==> src/rtl/bank_addr_gen.sv <==
// bank_addr_gen: walks every butterfly of every NTT stage, P butterflies per
// beat, and emits per-lane bank index (digit-sum mapping) and in-bank address.
// Beats leave through one output register with valid/ready flow control.
// Optional feature macro: BANK_CONFLICT_CHK_EN adds the sticky conflict_o flag.
//
// Handshake: a beat transfers on a rising edge where out_valid & out_ready.
// While out_valid=1 and out_ready=0 every output holds; out_valid never drops
// without a transfer except on reset.
module bank_addr_gen #(
   parameter int P          = 2,
   parameter int LOGN       = 8,
   parameter int MAP        = 2,
   parameter int ADDR_WIDTH = LOGN - MAP,
   localparam int N_LANES   = 2 * P,
   localparam int SW        = (LOGN > 1) ? $clog2(LOGN) : 1
) (
   input  logic                          clk,
   input  logic                          rst_n,
   input  logic                          start,
   input  logic                          inv,
   output logic                          busy,
   output logic                          done,
   output logic                          out_valid,
   input  logic                          out_ready,
   output logic [N_LANES*ADDR_WIDTH-1:0] BA_bus,
   output logic [N_LANES*MAP-1:0]        BI_bus,
   output logic [SW-1:0]                 stage_o,
   output logic                          last_o
`ifdef BANK_CONFLICT_CHK_EN
   ,
   output logic                          conflict_o
`endif
);

   localparam int BEATS = (1 << (LOGN - 1)) / P;
   localparam int KW    = (BEATS > 1) ? $clog2(BEATS) : 1;
   localparam int LOGP  = $clog2(P);
   localparam int NDIG  = (LOGN + MAP - 1) / MAP;

   localparam logic [KW-1:0]   K_MAX  = KW'(BEATS - 1);
   localparam logic [KW-1:0]   K_ONE  = KW'(1);
   localparam logic [SW-1:0]   S_MAX  = SW'(LOGN - 1);
   localparam logic [SW-1:0]   S_ONE  = SW'(1);
   localparam logic [SW:0]     LH_MAX = (SW + 1)'(LOGN - 1);
   localparam logic [SW:0]     LH_ONE = (SW + 1)'(1);
   localparam logic [LOGN-1:0] ONE    = LOGN'(1);

   typedef enum logic [1:0] {S_IDLE, S_RUN, S_DRAIN} state_t;

   state_t                        state_q, state_d;
   logic                          inv_q, inv_d;
   logic [SW-1:0]                 s_q, s_d;
   logic [KW-1:0]                 k_q, k_d;
   logic                          busy_q, busy_d;
   logic                          done_q, done_d;
   logic                          out_valid_q, out_valid_d;
   logic [N_LANES*ADDR_WIDTH-1:0] ba_q, ba_d;
   logic [N_LANES*MAP-1:0]        bi_q, bi_d;
   logic [SW-1:0]                 stage_q, stage_d;
   logic                          last_q, last_d;
`ifdef BANK_CONFLICT_CHK_EN
   logic                          conflict_q, conflict_d;
   logic                          beat_dup;
   logic [MAP-1:0]                bi_lane [N_LANES];
`endif

   // beat currently being generated (IDLE generates beat (0,0) for a start)
   logic [SW-1:0]                 sel_s;
   logic [KW-1:0]                 sel_k;
   logic                          sel_inv;
   logic [N_LANES*ADDR_WIDTH-1:0] beat_ba;
   logic [N_LANES*MAP-1:0]        beat_bi;
   logic [SW:0]                   lh, lh1;
   logic [LOGN-1:0]               h, j, i0, x;
   logic [MAP-1:0]                dsum;
   logic                          start_acc, ld, k_end, s_end;

   // select which (stage, beat) feeds the generator
   always_comb begin
      if (state_q == S_IDLE) begin
         sel_s   = '0;
         sel_k   = '0;
         sel_inv = inv;
      end else begin
         sel_s   = s_q;
         sel_k   = k_q;
         sel_inv = inv_q;
      end
   end

   // butterfly index pair per lane, then digit-sum bank mapping
   always_comb begin
      beat_ba = '0;
      beat_bi = '0;
      j       = '0;
      i0      = '0;
      x       = '0;
      dsum    = '0;
`ifdef BANK_CONFLICT_CHK_EN
      beat_dup = 1'b0;
      for (int l = 0; l < N_LANES; l++) bi_lane[l] = '0;
`endif
      // log2 of half-distance: forward N>>(s+1), inverse 1<<s
      lh  = sel_inv ? {1'b0, sel_s} : (LH_MAX - {1'b0, sel_s});
      lh1 = lh + LH_ONE;
      h   = ONE << lh;
      for (int p = 0; p < P; p++) begin
         j  = (LOGN'(sel_k) << LOGP) | LOGN'(p);
         i0 = ((j >> lh) << lh1) | (j & (h - ONE));
         for (int b = 0; b < 2; b++) begin
            x    = (b == 0) ? i0 : (i0 + h);
            dsum = '0;
            for (int d = 0; d < NDIG; d++) dsum = dsum + MAP'(x >> (d * MAP));
            beat_ba[(2*p+b)*ADDR_WIDTH +: ADDR_WIDTH] = x[LOGN-1:MAP];
            beat_bi[(2*p+b)*MAP +: MAP]               = dsum;
`ifdef BANK_CONFLICT_CHK_EN
            bi_lane[2*p+b] = dsum;
`endif
         end
      end
`ifdef BANK_CONFLICT_CHK_EN
      for (int a = 0; a < N_LANES; a++)
         for (int c = a + 1; c < N_LANES; c++)
            if (bi_lane[a] == bi_lane[c]) beat_dup = 1'b1;
`endif
   end

   // next-state: sequencing, output register load and drain
   always_comb begin
      state_d     = state_q;
      inv_d       = inv_q;
      s_d         = s_q;
      k_d         = k_q;
      busy_d      = busy_q;
      done_d      = 1'b0;
      out_valid_d = out_valid_q;
      ba_d        = ba_q;
      bi_d        = bi_q;
      stage_d     = stage_q;
      last_d      = last_q;
`ifdef BANK_CONFLICT_CHK_EN
      conflict_d  = conflict_q;
`endif
      // start in the done cycle is ignored so done stays a clean boundary
      start_acc = (state_q == S_IDLE) && start && !done_q;
      ld        = start_acc || ((state_q == S_RUN) && (!out_valid_q || out_ready));
      k_end     = (sel_k == K_MAX);
      s_end     = (sel_s == S_MAX);
      if (start_acc) begin
         inv_d = inv;
`ifdef BANK_CONFLICT_CHK_EN
         conflict_d = 1'b0;
`endif
      end
      if (ld) begin
         ba_d        = beat_ba;
         bi_d        = beat_bi;
         stage_d     = sel_s;
         last_d      = k_end;
         out_valid_d = 1'b1;
         busy_d      = 1'b1;
`ifdef BANK_CONFLICT_CHK_EN
         if (beat_dup) conflict_d = 1'b1;
`endif
         if (k_end) begin
            k_d = '0;
            if (s_end) begin
               s_d     = '0;
               state_d = S_DRAIN;
            end else begin
               s_d     = sel_s + S_ONE;
               state_d = S_RUN;
            end
         end else begin
            k_d     = sel_k + K_ONE;
            s_d     = sel_s;
            state_d = S_RUN;
         end
      end else if ((state_q == S_DRAIN) && out_valid_q && out_ready) begin
         out_valid_d = 1'b0;
         busy_d      = 1'b0;
         done_d      = 1'b1;
         state_d     = S_IDLE;
      end
   end

   // state and registered outputs
   always_ff @(posedge clk or negedge rst_n) begin
      if (!rst_n) begin
         state_q     <= S_IDLE;
         inv_q       <= 1'b0;
         s_q         <= '0;
         k_q         <= '0;
         busy_q      <= 1'b0;
         done_q      <= 1'b0;
         out_valid_q <= 1'b0;
         ba_q        <= '0;
         bi_q        <= '0;
         stage_q     <= '0;
         last_q      <= 1'b0;
`ifdef BANK_CONFLICT_CHK_EN
         conflict_q  <= 1'b0;
`endif
      end else begin
         state_q     <= state_d;
         inv_q       <= inv_d;
         s_q         <= s_d;
         k_q         <= k_d;
         busy_q      <= busy_d;
         done_q      <= done_d;
         out_valid_q <= out_valid_d;
         ba_q        <= ba_d;
         bi_q        <= bi_d;
         stage_q     <= stage_d;
         last_q      <= last_d;
`ifdef BANK_CONFLICT_CHK_EN
         conflict_q  <= conflict_d;
`endif
      end
   end

   assign busy      = busy_q;
   assign done      = done_q;
   assign out_valid = out_valid_q;
   assign BA_bus    = ba_q;
   assign BI_bus    = bi_q;
   assign stage_o   = stage_q;
   assign last_o    = last_q;
`ifdef BANK_CONFLICT_CHK_EN
   assign conflict_o = conflict_q;
`endif

endmodule

==> config.mk <==
export PLATFORM = sky130hd
export DESIGN_NAME = bank_addr_gen
export DESIGN_NICKNAME = d
export VERILOG_FILES = /design/src/rtl/bank_addr_gen.sv
export SDC_FILE = /design/constraint.sdc
export NUM_CORES = 1
export LEC_CHECK = 0
export BUFFER_PORTS_ARGS = -buffer_cell sky130_fd_sc_hd__buf_4
export CORE_ASPECT_RATIO = 0.9
export CORE_MARGIN = 10
export CORE_UTILIZATION = 35
export CTS_CLUSTER_DIAMETER = 80
export DETAILED_ROUTE_END_ITERATION = 7
export PLACE_DENSITY_LB_ADDON = 0.25
export SYNTH_ARGS = -nofsm -noshare
export SYNTH_HDL_FRONTEND = slang
export SYNTH_SLANG_ARGS = --single-unit
==> constraint.sdc <==
create_clock -name clk -period 6.07 [get_ports clk]
set_input_delay 0 -clock clk [delete_from_list [all_inputs] [get_ports clk]]
set_output_delay 0 -clock clk [all_outputs]
set_load 0.05 [all_outputs]
* Word level (Yosys, flattened, before mapping)
Cells that the tools add are included.
Cells by class: $add $sub $neg 19, eq/ne operators 4, shift operators 5, multiplexer cells 15, bitwise logic cells 4, reduce and logical (&&, ||, !) cells 11
Operators by type and width (number):
- $add 2x2->2 | 12
- $add 8x8->8 | 2
- $and 7x8->8 | 2
- $or 8x8->8 | 2
- $shl 8x4->8 | 2
- $shr 7x4->8 | 2
- $mux 6 | 2
- $mux 3 | 3
- $mux 2 | 4
- $shl 1x4->8 const A | 1
- $sub 8x1->8 const B | 1
- $add 6x1->6 const B | 1
- $eq 6x6->1 const B | 1
- $logic_and 1x1->1 | 5
- $mux 1 | 5
- $add 4x1->4 const B | 1
- $mux 4 | 1
- $sub 3x3->4 const A | 1
- $add 3x1->3 const B | 1
- $eq 3x3->1 const B | 1
- $eq 2x1->1 const B | 1
- $eq 2x2->1 const B | 1
- $logic_not 1->1 | 2
- $logic_not 2->1 | 1
- other kinds (2) | 3
Word-level totals: bits in registers 50, output and inout bits 39

* Logic depth before layout (Yosys ltp)
depth in word-level cells 12, depth in mapped cells 28

* Worst setup path before layout
Ideal clock, no wire load.
path type reg-to-reg, from register inv_q, to register bi_q[3], in the netlist BI_bus[3], setup time 0.137 ns, arrival 4.703 ns, required time 5.933 ns, path slack 1.231 ns, stages on the path, launching flop included 29, buffers on the path 3, cell sequence dfrtp_1 > buf_6 > buf_8 > buf_8 > xnor2_1 > nor2_1 > a22o_1 > and2_1 > inv_1 > ha_1 > nand2b_1 > or3_1 > a21oi_1 > o21bai_1 > a41o_1 > ha_1 > inv_1 > o21bai_1 > a21oi_1 > xor2_1 > fa_1 > inv_1 > ha_1 > xor2_1 > xnor2_1 > xnor2_1 > xnor2_1 > xnor2_1 > a21oi_1
Between the ends: elaborated cells on any way between the ends 13
RTL lines:
- start: declaration | line 51 | logic inv_q, inv_d;
- start signal: assignment | line 206 | inv_q <= inv_d;
- $mux 1 (*) | line 80 | if (state_q == S_IDLE) begin
- $mux 4 (*) | line 104 | lh = sel_inv ? {1'b0, sel_s} : (LH_MAX - {1'b0, sel_s});
- $shl 1x4->8 | line 106 | h = ONE << lh;
- $sub 8x1->8 | line 109 | i0 = ((j >> lh) << lh1) | (j & (h - ONE));
- $and 7x8->8 | line 109
- $or 8x8->8 (*) | line 109
- named net beat_ba[2] | line 71 | logic [N_LANES*ADDR_WIDTH-1:0] beat_ba;
- $add 8x8->8 (*) | line 111 | x = (b == 0) ? i0 : (i0 + h);
- $add 2x2->2 | line 113 | for (int d = 0; d < NDIG; d++) dsum = dsum + MAP'(x >> (d * MAP));
- $add 2x2->2 (*) | line 113
- end signal: assignment | line 213 | bi_q <= bi_d;
- end: declaration | line 58 | logic [N_LANES*MAP-1:0] bi_q, bi_d;
Mark *: on every way through the listed nets, which the timed path passes. The rest lies on a longest branch. A chain may end at the register's enable or synchronous reset.

* Worst setup path in the final report
from register inv_q, to register bi_q[3], in the netlist BI_bus[3]
Between the ends: cells in the longest elaborated chain, start to end 10, elaborated cells on any way between the ends 13
RTL lines (line):
- $mux 1 (*) | 80
- $mux 4 (*) | 104
- $shl 1x4->8 | 106
- $sub 8x1->8 | 109
- $and 7x8->8 | 109
- $or 8x8->8 (*) | 109
- named net beat_ba[0] | 71
- $add 8x8->8 (*) | 111
- $add 2x2->2 (2 in series) | 113
- $add 2x2->2 (*) | 113
Marked as above.

==> out/metrics.csv <==
metric;value;unit
drv_cap;0;
clk_transition_reported_paths;0.07;ns
antenna_found_initial;0;
startpoint_type;register;
route.detailed.drc;0;
drv_slew;0;
ys_types;72;
gp_routability_congestion;0.893;
setup_viol;0;
worstSetupStartpoint;inv_q;
setup_tns;0;ns
layout-drive-gt1-share;0.194;
vias_per_cell;5.21;
yosysWarnings;0;
cp_top_family;compound AO/OA/AOI/OAI gates;
cts_setup_buffers;0;
ys_seq_area_frac;0.310;
syn_to_final_growth;15.3;%
yosys.area_share.xor_xnor;0.100;
multi_input_area;2540;um2
min_from;inv;
wire_per_inst;16.4;um
rows;37;
synth-compound-area-share;0.195;
path_buf_inv;2;
worst_slew_pin_slew;0.652;ns
grt_use_total;0.133;
syn_nets;481;
crit_type;reg -> reg;
slowest_delay;0.59;ns
cts.sinks;50;
initial_core_util;0.356;
synth_seq_cells;50;
dieHeight;122;um
die_area;16300;um2
wirelength;10500;um
layout_common_cells;nand2_1 (74), buf_4 (52), dfrtp_1 (48);
period_needed;5.50;ns
grt_max_degree;51;
gr-total-overflow;0;
slowest_stage;dfrtp_4;
drt_pass1_iterations;5;
drtIter0Drc;208;
worstPathMaxFanout;19;
cts_tree;yes;
clock.fmax;0.182;GHz
grt_pass1_wl;17800;um
dp_hpwl;8040;um
register_area;1260;um2
synth-simple-area-share;0.185;
ys.flop_type;dfrtp_1;
path_cells;buf_4 > xor2_1 > mux2_4 > a221oi_2 > o21ai_0 > a21boi_1 > o21ai_0 > a22o_1 > ha_1 > a21oi_1 > nor2_1 > nor2_1 > o21bai_1 > a21oi_1 > xor2_1 > fa_1 > inv_1 > ha_1 > xor2_1 > xnor2_1 > xnor2_1 > xnor2_1 > xnor2_1 > a21oi_1;
path_common_cell;xnor2_1;
syn_inst;448;
grt_pass1_vias;3351;
synthAdderAreaFrac;0.0978;
synth_top_cell_area_share;0.310;
coreArea;11300;um2
clockBufferDepth;2;
ant_nets;0;
io-pin-count;44;
nNetsFinal;516;
synth_top_cell_by_area;dfrtp_1;
die-width;133;um
synth_area;4040;um2
fin_worst_skew;0.00674;ns
synthTopCellsByArea;dfrtp_1 (31%), nand2_1 (6.9%), ha_1 (6.8%), xnor2_1 (3.9%), o21ai_0 (3.7%);
fin_crit_sh;0.906;
worst_ep_required_time;6.24;ns
root_buffer;clkbuf_16;
r2r_start;inv_q;
outcome;complete, no violations;
n_antenna_cell;0;
synth_top_family_by_area;compound AO/OA/AOI/OAI gates;
portBuffers;43;
h-tree-depth;2;
final_common_cell;nand2_1;
cp.arrival;5.66;ns
synth_edf_count;0;
hold_viol;0;
slew_headroom;0.565;
fillCellCount;1159;
hold_path_class;in -> reg;
synthMuxAreaShare;0.0464;
synth.avg_cell_area;9.02;um2
num_vias;3333;
end_kind;register;
grt_setup_unrepaired;no;
numCtsBuffers;5;
clk_latency;0.30;ns
async_flop_share;1.00;
[state kept, by name, summed over array words and instances (netlist names)]
name	count
last_o	1
done	1
BI_bus	8
inv_q	1
BA_bus	24
stage_o	3
s_q	3
k_q	6
out_valid	1
state_q	2
[worst reg2reg max path: cells and delay by family (launching register included)]
family	cells	cell delay, ns
muxes	1	0.38
AOI/OAI and AO/OA	9	1.69
adders and majority gates	3	0.89
buffers and inverters	2	0.28
xor gates and xnor gates	7	1.35
and+or+nand+nor	2	0.20
DFF	1	0.59
[cells in the mapped netlist, drive strengths merged, types with 2 or more instances]
| library cell | instances |
|---|---|
| o21ai | 39 |
| o31ai | 3 |
| a21o | 8 |
| fa | 6 |
| a2111oi | 2 |
| ha | 22 |
| a41o | 2 |
| nor2 | 27 |
| buf | 14 |
| o21bai | 7 |
| dfrtp | 50 |
| inv | 23 |
| clkbuf | 11 |
| or3 | 4 |
| nand4 | 2 |
| mux2i | 6 |
| mux2 | 11 |
| nor3 | 10 |
| a31oi | 4 |
| xnor2 | 19 |
| a41oi | 2 |
| nand3 | 3 |
| o211a | 2 |
| and3b | 2 |
| and3 | 5 |
| or2 | 2 |
| nor4bb | 2 |
| nand2 | 74 |
| a22o | 6 |
| nand3b | 4 |
| conb | 2 |
| a21oi | 26 |
| xnor3 | 3 |
| o22a | 2 |
| and2 | 4 |
| nand2b | 7 |
| xor2 | 15 |
[per-layer routing]
metal | track usage | part of all wire | vias to the layer above
met3 | 0.0210 | 0.053 | 8
met1 | 0.183 | 0.49 | 1609
met2 | 0.214 | 0.45 | 89
met4 | 0.0353 | 0.014 | 0
li1 | - | - | 1627
met5 | 0 | 0 | -
[metrics by stage]
step | cells | cell area [um2] | hold WS [ns] | setup slack [ns] | utilization
floorplan | 448 | 4040 | -0.296 | 1.23 | -
global placement | 631 | 4460 | 0.0757 | 0.528 | 0.393
detailed placement | 631 | 4460 | 0.0811 | 0.379 | 0.393
CTS | 640 | 4650 | 0.00845 | 0.329 | 0.410
global route | 640 | 4660 | 0.0220 | 0.0593 | 0.411
finish | 640 | 4660 | 0.0201 | 0.573 | 0.411
[cells by family (layout without fill, tap and decap cells)]
logic type | count (synthesis) | count (layout)
other cells | 2 | 2
xor+xnor | 38 | 38
buf+inv | 48 | 84
mux | 17 | 17
flops | 50 | 50
compound gates | 112 | 112
fa+ha+maj | 28 | 28
simple gates | 153 | 153
[worst paths after layout]
path	end	slack [ns]	depth (start not counted)
min in group asynchronous	last_o	0.26	2
setup / recovery	BI_bus[3]	0.57	24
hold reg to reg	BA_bus[9]	0.47	2
max in group asynchronous	inv_q	5.33	2
hold / removal	inv_q	0.02	2
setup reg to reg	BI_bus[3]	0.57	24
[layout make-up]
| type | count | share of cell area |
|---|---|---|
| inverter | 23 | 0.0185 |
| tap | 156 | 0.0419 |
| clock buffer | 6 | 0.0298 |
| multi-input combinational | 350 | 0.546 |
| sequential | 50 | 0.270 |
| timing repair buffer | 53 | 0.0859 |
| clock inverter | 2 | 0.00832 |
[repair_timing]
action,in CTS,in global routing
resized for setup,0,4
setup endpoints to repair,0,2
hold buffers,1,0
endpoints found under the hold margin,50,0
Power is not shown: default switching activity piles up to over one toggle a cycle in this logic, so the estimate is an artifact.
